--- src/rtl/simon_tone_sequencer.sv ---
// Simon tone sequencer: plays pattern-memory colour sequences or single tones by
// steering the square-wave oscillator half-period and its reset (silence) line.
`timescale 1ns/1ps
module simon_tone_sequencer #(
  parameter logic [25:0] NOTE_CYCLES = 26'd21_000_000,
  parameter logic [25:0] GAP_CYCLES  = 26'd2_500_000,
  parameter logic [19:0] HW_GREEN    = 20'd60240,
  parameter logic [19:0] HW_RED      = 20'd80644,
  parameter logic [19:0] HW_YELLOW   = 20'd99205,
  parameter logic [19:0] HW_BLUE     = 20'd119616
) (
  input  logic        CLOCK_50,
  input  logic        reset,
  input  logic        start,
  input  logic [4:0]  seq_len,
  input  logic        play_req,
  input  logic [1:0]  play_color,
  input  logic        abort,
  output logic [4:0]  rd_addr,
  input  logic [1:0]  rd_data,
  output logic [19:0] half_wav,
  output logic        osc_reset,
  output logic        tone_on,
  output logic [1:0]  color,
  output logic        busy,
  output logic        done
);

  typedef enum logic [1:0] {
    IDLE  = 2'd0,
    FETCH = 2'd1,
    TONE  = 2'd2,
    GAP   = 2'd3
  } state_t;

  state_t      state_q;
  logic [4:0]  rd_addr_q;
  logic [19:0] half_wav_q;
  logic [1:0]  color_q;
  logic [4:0]  index_q;
  logic [4:0]  len_q;
  logic [25:0] timer_q;
  logic        tone_on_q;
  logic        busy_q;
  logic        done_q;
  logic        single_q;

  function automatic logic [19:0] tone_half(input logic [1:0] c);
    logic [19:0] hw;
    case (c)
      2'd0:    hw = HW_GREEN;
      2'd1:    hw = HW_RED;
      2'd2:    hw = HW_YELLOW;
      2'd3:    hw = HW_BLUE;
      default: hw = 20'd0;
    endcase
    return hw;
  endfunction

  // Sequencer FSM; every output except osc_reset comes straight from a register.
  always_ff @(posedge CLOCK_50) begin
    if (reset) begin
      state_q    <= IDLE;
      rd_addr_q  <= 5'd0;
      half_wav_q <= 20'd0;
      color_q    <= 2'd0;
      index_q    <= 5'd0;
      len_q      <= 5'd0;
      timer_q    <= 26'd0;
      tone_on_q  <= 1'b0;
      busy_q     <= 1'b0;
      done_q     <= 1'b0;
      single_q   <= 1'b0;
    end else begin
      done_q <= 1'b0;
      if (abort) begin
        state_q    <= IDLE;
        tone_on_q  <= 1'b0;
        half_wav_q <= 20'd0;
        busy_q     <= 1'b0;
        single_q   <= 1'b0;
        timer_q    <= 26'd0;
      end else begin
        case (state_q)
          IDLE: begin
            // start with a zero length is ignored, so a coincident play_req still gets served
            if (start && (seq_len != 5'd0)) begin
              len_q     <= seq_len;
              index_q   <= 5'd0;
              rd_addr_q <= 5'd0;
              busy_q    <= 1'b1;
              single_q  <= 1'b0;
              state_q   <= FETCH;
            end else if (play_req) begin
              color_q    <= play_color;
              half_wav_q <= tone_half(play_color);
              single_q   <= 1'b1;
              timer_q    <= NOTE_CYCLES - 26'd1;
              tone_on_q  <= 1'b1;
              busy_q     <= 1'b1;
              state_q    <= TONE;
            end else begin
              busy_q <= 1'b0;
            end
          end
          FETCH: begin
            color_q    <= rd_data;
            half_wav_q <= tone_half(rd_data);
            tone_on_q  <= 1'b1;
            timer_q    <= NOTE_CYCLES - 26'd1;
            state_q    <= TONE;
          end
          TONE: begin
            if (timer_q == 26'd0) begin
              tone_on_q  <= 1'b0;
              half_wav_q <= 20'd0;
              timer_q    <= GAP_CYCLES - 26'd1;
              state_q    <= GAP;
            end else begin
              timer_q <= timer_q - 26'd1;
            end
          end
          GAP: begin
            if (timer_q != 26'd0) begin
              timer_q <= timer_q - 26'd1;
            end else if (single_q || (index_q == (len_q - 5'd1))) begin
              done_q   <= 1'b1;
              busy_q   <= 1'b0;
              single_q <= 1'b0;
              state_q  <= IDLE;
            end else begin
              index_q   <= index_q + 5'd1;
              rd_addr_q <= index_q + 5'd1;
              state_q   <= FETCH;
            end
          end
          default: begin
            state_q <= IDLE;
          end
        endcase
      end
    end
  end

  assign rd_addr   = rd_addr_q;
  assign half_wav  = half_wav_q;
  assign tone_on   = tone_on_q;
  assign color     = color_q;
  assign busy      = busy_q;
  assign done      = done_q;
  assign osc_reset = reset | ~tone_on_q;

endmodule
--- config.mk ---
export PLATFORM = sky130hd
export DESIGN_NAME = simon_tone_sequencer
export DESIGN_NICKNAME = d
export VERILOG_FILES = /design/src/rtl/simon_tone_sequencer.sv
export SDC_FILE = /design/constraint.sdc
export NUM_CORES = 1
export LEC_CHECK = 0
export ABC_AREA = 1
export CAP_MARGIN = 0
export CORE_AREA = 2 2 93 95
export DETAILED_ROUTE_END_ITERATION = 7
export DIE_AREA = 0 0 95 97
export GPL_ROUTABILITY_DRIVEN = 0
export PLACE_DENSITY = 0.69
export SLEW_MARGIN = 0
export SYNTH_ARGS = -nofsm -noshare
export SYNTH_HDL_FRONTEND = slang
export SYNTH_SLANG_ARGS = --single-unit
--- constraint.sdc ---
create_clock -name CLOCK_50 -period 2 [get_ports CLOCK_50]
set_input_delay 0.2 -clock CLOCK_50 [delete_from_list [all_inputs] [get_ports CLOCK_50]]
set_output_delay 0.2 -clock CLOCK_50 [all_outputs]
set_load 0.05 [all_outputs]
==> key figures, run 1 <==
Status
  – Status: completed

Routing
  – Wire per inst: 12.6 um
  – Pre-antenna DRT Iters: 5
  – Vias: 3593
  – Remaining DRCs: 0
  – Routed WL: 8830 um
  – Routed Antenna Nets: 0
  – DRT iter0 DRCs: 257
  – Routed vias/inst: 5.13

Critical path
  – Max incr delay on CP: 0.39 ns
  – CP endpoint kind: flop
  – RR Startpoint: state_q[0]
  – Worst r2r path cells: 9
  – Crit path kind: reg2reg
  – Worst path cell trace: inv_1 > ha_1 > nand3_1 > nand2_1 > inv_2 > nand2_4 > nor2_2 > o21ai_1 > a21oi_1
  – Startpoint Class: flop
  – Worst reg2reg endpoint: timer_q[18]
  – CP arrival: 2.12 ns
  – Critical path required time: 2.25 ns
  – CP max-delay cell: dfxtp_1
  – Flop2flop setup slack: 0.13 ns
  – CP max FO: 9

Final layout
  – # diodes: 0
  – Multi-input gate area: 2130 um2
  – Final Util: 0.514
  – Layout area overhead: 16.9%
  – Fill count: 787
  – Layout cells sized above 1: 0.102
  – Register area: 1060 um2
  – Fin nets: 628

Clock tree
  – CTS buffer count: 5
  – CTS tree: done
  – Number of hold buffers added after cts: 0
  – Worst-path clk slew: 0.10 ns
  – CTS resizes: 0
  – Insertion delay to the later sink of the worst-skew pair: 0.31 ns
  – Clk buf depth: 2
  – Setup Buffers After CTS: 0
  – Clk sinks: 53
  – Clock root buffer: clkbuf_8
  – H-tree depth: 2

Global route
  – Global-route wire length before repair: 14900 um
  – Antenna violations before repair: 0
  – Pin count of the biggest net entering global routing: 26
  – Vias in the first global route: 3275
  – GR Overflow Total: 0
  – Tot GR Track Use: 0.198

Floorplan
  – DIE WIDTH: 95 um
  – Core ar.: 8130 um2
  – Die height: 97 um
  – I/O pin count: 45
  – Initial Util: 0.440
  – Die area: 9220 um2
  – Std cell rows: 33

Placement
  – Dpl ws: 0.0850 ns
  – Post-detail-place hpwl: 6770 um
  – Port buffer count: 37

Yosys
  – Synthesized flop and latch total: 53
  – Average instance area after synthesis: 6.43 um2
  – Synthesis Warnings: 0
  – Post-synthesis sequential area ratio: 0.297
  – Cell taking the most area after synthesis: dfxtp_1
  – Post-synth EDFFs: 0
  – Synth async-reset ratio: 0
  – Synth unique cells: 37
  – Top_reg_cell synth: dfxtp_1
  – Post-synth top area share: 0.297
  – Cells after Synth: 556
  – Synth top area cells: dfxtp_1 30%, nand2_1 14%, ha_1 6.6%, nand3_1 6.4%, inv_1 6.4%
  – Synthesized cell area: 3580 um2

Run
  – Max_cap viols: 0

Worst hold path
  – Hold Path End: half_wav[15]
  – Worst min-delay path class: reg2reg
  – Hold path depth: 2
  – Hold Startpoint: half_wav[15]

Power
  – Power Density: 741 nW/um2
  – Sw Ratio: 0.382
  – Power share of the sequential group: 0.377
  – P_int: 1.92 mW
  – Clk pwr share: 0.248
  – VDD IR max: 0.000484 V
  – Leakage Power: 1.88 nW
  – Psw: 1.18 mW
  – Combinational share of power: 0.375

STA
  – Final setup fails: 0
  – Max Fclk: 535 MHz
  – Worst slew pin tran: 0.622 ns
  – Period utilization: 0.934
  – Final min period: 1.87 ns
  – Relative slew margins: 0.581
  – Final WS setup: 0.131 ns
  – Final hold vios: 0
  – Final Slew Violations: 0
  – Clk_skew: 0.00525 ns
  – RSZ-0062 raised after global routing: true
-- placed cells by master (no fill, tap or decap), drive strengths merged --
cell and n:
o211a 1, nor3b 1, inv 70, nand2 146, xor2 4, a21oi 45
clkinv 1, or2 2, o22ai 3, nand4 10, bufinv 1, clkbuf 7
xnor2 1, nor2 71, buf 13, nand3 47, a211oi 1, o21ai 41
clkdlybuf4s50 36, conb 7, ha 19, nor3 12, dfxtp 53, nand3b 1
nor4 3
-- cell type report --
class	instances	share of cell area
sequential	53	0.254
clock inverter	1	0.00718
inverter	71	0.0643
multi-input combinational	415	0.510
timing repair buffer	49	0.112
clock buffer	7	0.0206
tap	105	0.0314
-- worst max path at each step --
stage,endpoint,cells past startpoint,slack [ns],startpoint
after CTS,rd_addr[2],1,0.13,index_q[2]
after detailed placement,timer_q[17],10,0.09,seq_len[2]
after global routing,timer_q[18],9,-0.002,state_q[0]
after global placement,timer_q[18],10,0.12,seq_len[2]
final,timer_q[18],9,0.13,state_q[0]
after floorplan,index_q[0],11,0.28,state_q[0]
-- power by group through the flow --
stage	sequential (mW)	combinational [mW]	clock (mW)
2_1_floorplan	1.24	0.814	0
3_3_place_gp	1.19	1.12	0
3_5_place_dp	1.19	1.14	0
4_1_cts	1.17	1.14	0.790
5_1_grt	1.18	1.30	0.828
6_report	1.17	1.16	0.770
-- state kept, by name, summed over array words and instances, names as in the netlist, 2 cells and up --
signal    flops
state_q       2
len_q         5
color         2
index_q       5
timer_q      26
half_wav      9
-- cells in the mapped netlist (10+ instances only) --
library cell    n
nand2_1       136
o21ai_1        11
nand4_1        10
a21oi_1        43
buf_4          12
ha_1           19
nand3_1        46
dfxtp_1        53
inv_1          61
nor3_1         11
o21ai_0        30
nor2_1         61
-- critical path: cells and delay by family (launching register included) --
family | cells | cell delay (ns)
buffers and inverters | 2 | 0.23
DFF | 1 | 0.39
adders and majority gates | 1 | 0.29
and+or+nand+nor | 4 | 0.62
AOI/OAI and AO/OA | 2 | 0.28
-- routing by layer --
metal,up-vias,part of all wire,GRT usage
met4,0,0.025,0.0702
met2,124,0.44,0.302
met5,-,0,0
li1,1854,-,-
met1,1590,0.48,0.275
met3,25,0.056,0.0397
-- stage by stage --
stage / total power [mW] / TNS (ns) / hold slack [ns] / instance area [um2] / instances
floorplan: 2.05 / 0 / 0.269 / 3600 / 562
global placement: 2.31 / 0 / 0.448 / 4040 / 693
detailed placement: 2.33 / 0 / 0.454 / 4040 / 693
CTS: 3.10 / 0 / 0.470 / 4160 / 701
global route: 3.30 / -0.00244 / 0.490 / 4180 / 701
finish: 3.10 / 0 / 0.471 / 4180 / 701
-- kinds of logic after synthesis --
logic type / synth area share
AND/OR/NAND/NOR: 0.370
flip-flops: 0.297
AO/OA/AOI/OAI: 0.135
XOR/XNOR: 0.0122
other: 0.00105
buffers and inverters: 0.119
adder cells (fa/ha/maj): 0.0665
(Power assumes the default switching activity.)
==> inputs of run 2 (changes only) <==
TNS_END_PERCENT = 5   (was default)
clock period = 1.8 ns   (was 2 ns; I/O delays follow)
==> key figures, run 2 (same netlist as run 1, synthesis figures left out) <==
Status
  – Status: completed

Critical path
  – CP max FO: 3
  – Startpoint Class: flop
  – RR Startpoint: timer_q[1]
  – CP endpoint kind: flop
  – Max incr delay on CP: 0.35 ns
  – CP arrival: 2.00 ns
  – Worst path cell trace: inv_2 > ha_4 > inv_1 > nor3_2 > nand2_1 > nor2_4 > nand3_4 > buf_4 > nor2_2 > nand2_1 > a21oi_2
  – Critical path required time: 2.06 ns
  – Worst reg2reg endpoint: index_q[1]
  – Most frequent CP cell: nand2_1
  – Crit path kind: reg2reg
  – Flop2flop setup slack: 0.06 ns
  – Worst r2r path cells: 11
  – CP max-delay cell: dfxtp_2

Final layout
  – Layout cells sized above 1: 0.182
  – Final Non-Filler Cells: 722
  – # diodes: 0
  – Fin nets: 649
  – Max reg flops: 26
  – Most frequent cells in the layout: 130 x nand2_1, 56 x nor2_1, 54 x inv_1
  – Design area: 4510 um2
  – Layout area overhead: 26.0%
  – Top reg by flops: timer_q
  – Final Util: 0.554
  – Commonest non-fill, non-tap cell in the layout: nand2_1

Floorplan
  – Die height: 97 um
  – Std cell rows: 33
  – I/O pin count: 45
  – Core ar.: 8130 um2
  – Die area: 9220 um2
  – Initial Util: 0.440
  – DIE WIDTH: 95 um

STA
  – Final setup fails: 0
  – Period utilization: 0.968
  – Final Slew Violations: 0
  – Clk_skew: 0.00830 ns
  – Final hold slack: 0.472 ns
  – RSZ-0062 raised after global routing: true
  – Final WS setup: 0.0571 ns
  – Final setup TNS: 0 ns
  – Final hold vios: 0
  – Final min period: 1.74 ns
  – Max Fclk: 574 MHz
  – Relative slew margins: 0.644
  – Worst slew pin tran: 0.530 ns

Routing
  – Pre-antenna DRT Iters: 5
  – WL met3: 485 um
  – DRT iter0 DRCs: 191
  – Post-route met1 wirelength: 4240 um
  – Remaining DRCs: 0
  – Routed WL: 9370 um
  – Vias: 3706
  – Routed vias/inst: 5.13
  – Met2 Routed Length: 4470 um
  – Routed Antenna Nets: 0
  – Top sig layer: met4
  – Wire per inst: 13.0 um

Worst hold path
  – Hold path depth: 2
  – Hold Startpoint: half_wav[12]
  – Worst min-delay path class: reg2reg
  – Hold Path End: half_wav[12]

Placement
  – Dpl ws: -0.0355 ns
  – Placed Area: 4160 um2
  – Post-detail-place hpwl: 6900 um
  – Port buffer count: 37
  – Post-Place Cells: 709

Clock tree
  – Worst-path clk slew: 0.10 ns
  – CTS buffer count: 5
  – Clk sinks: 53
  – Clock root buffer: clkbuf_8
  – CTS tree: done
  – Number of hold buffers added after cts: 0
  – H-tree depth: 2
  – Insertion delay to the later sink of the worst-skew pair: 0.32 ns
  – Clk buf depth: 2

Global route
  – Global-route wire length before repair: 15200 um
  – GR Overflow Total: 0
  – Tot GR Track Use: 0.202
  – Vias in the first global route: 3370
  – Pin count of the biggest net entering global routing: 26
  – Antenna violations before repair: 0

Power
  – Total power: 3.63 mW
  – Leakage Power: 2.06 nW
  – Power Density: 805 nW/um2
  – VDD IR max: 0.000369 V

Run
  – Max_cap viols: 0
-- run 2: changes by cell type in the layout (fill, tap and decap cells not counted), sizes merged --
| cell | before | now |
|---|---|---|
| clkinv | 1 | 2 |
| dlymetal6s2s | 0 | 2 |
| buf | 13 | 37 |
| clkbuf | 7 | 6 |
| clkdlybuf4s50 | 36 | 31 |
-- run 2: worst max-delay path by stage --
stage | cells past startpoint | to | startpoint | slack, ns
after floorplan | 11 | index_q[0] | state_q[0] | 0.08
after global placement | 10 | index_q[0] | seq_len[3] | 0.02
after detailed placement | 11 | timer_q[15] | seq_len[2] | -0.04
after CTS | 12 | half_wav[2] | timer_q[0] | 0.0003
after global routing | 14 | index_q[1] | len_q[0] | -0.06
final | 11 | index_q[1] | timer_q[1] | 0.06
-- run 2: worst max-delay path: cells and delay by family, from the launching register on --
kind / cells / cell delay (ns)
AND/OR/NAND/NOR: 6 / 0.76
adder cells (fa/ha/maj): 1 / 0.13
buffers and inverters: 3 / 0.31
AO/OA/AOI/OAI: 1 / 0.12
flip-flops: 1 / 0.35
-- run 2: layout make-up --
type	count	area, um2
Timing Repair Buffer	70	637
Fill cell	789	3630
Multi-Input combinational cell	415	2280
Clock inverter	2	38.8
Sequential cell	53	1070
Tap cell	105	131
Clock buffer	6	72.6
Inverter	71	282
-- run 2: where the power goes --
part | switching (mW) | total [mW] | internal [mW]
Sequential | 0.0634 | 1.30 | 1.24
Combinational | 0.928 | 1.47 | 0.540
Clock | 0.438 | 0.857 | 0.419
-- run 2: what timing repair did --
| action | in CTS | in global routing |
|---|---|---|
| endpoints found under the setup margin | 2 | 47 |
| endpoints found under the hold margin | 0 | 0 |
| buffers inserted | 0 | 6 |
| gates resized for setup | 1 | 57 |
| pin swaps | 0 | 15 |
-- run 2: metal layers --
metal / track usage / vias to the layer above
li1: - / 1894
met1: 0.265 / 1678
met2: 0.332 / 117
met3: 0.0366 / 17
met4: 0.0647 / 0
met5: 0 / -
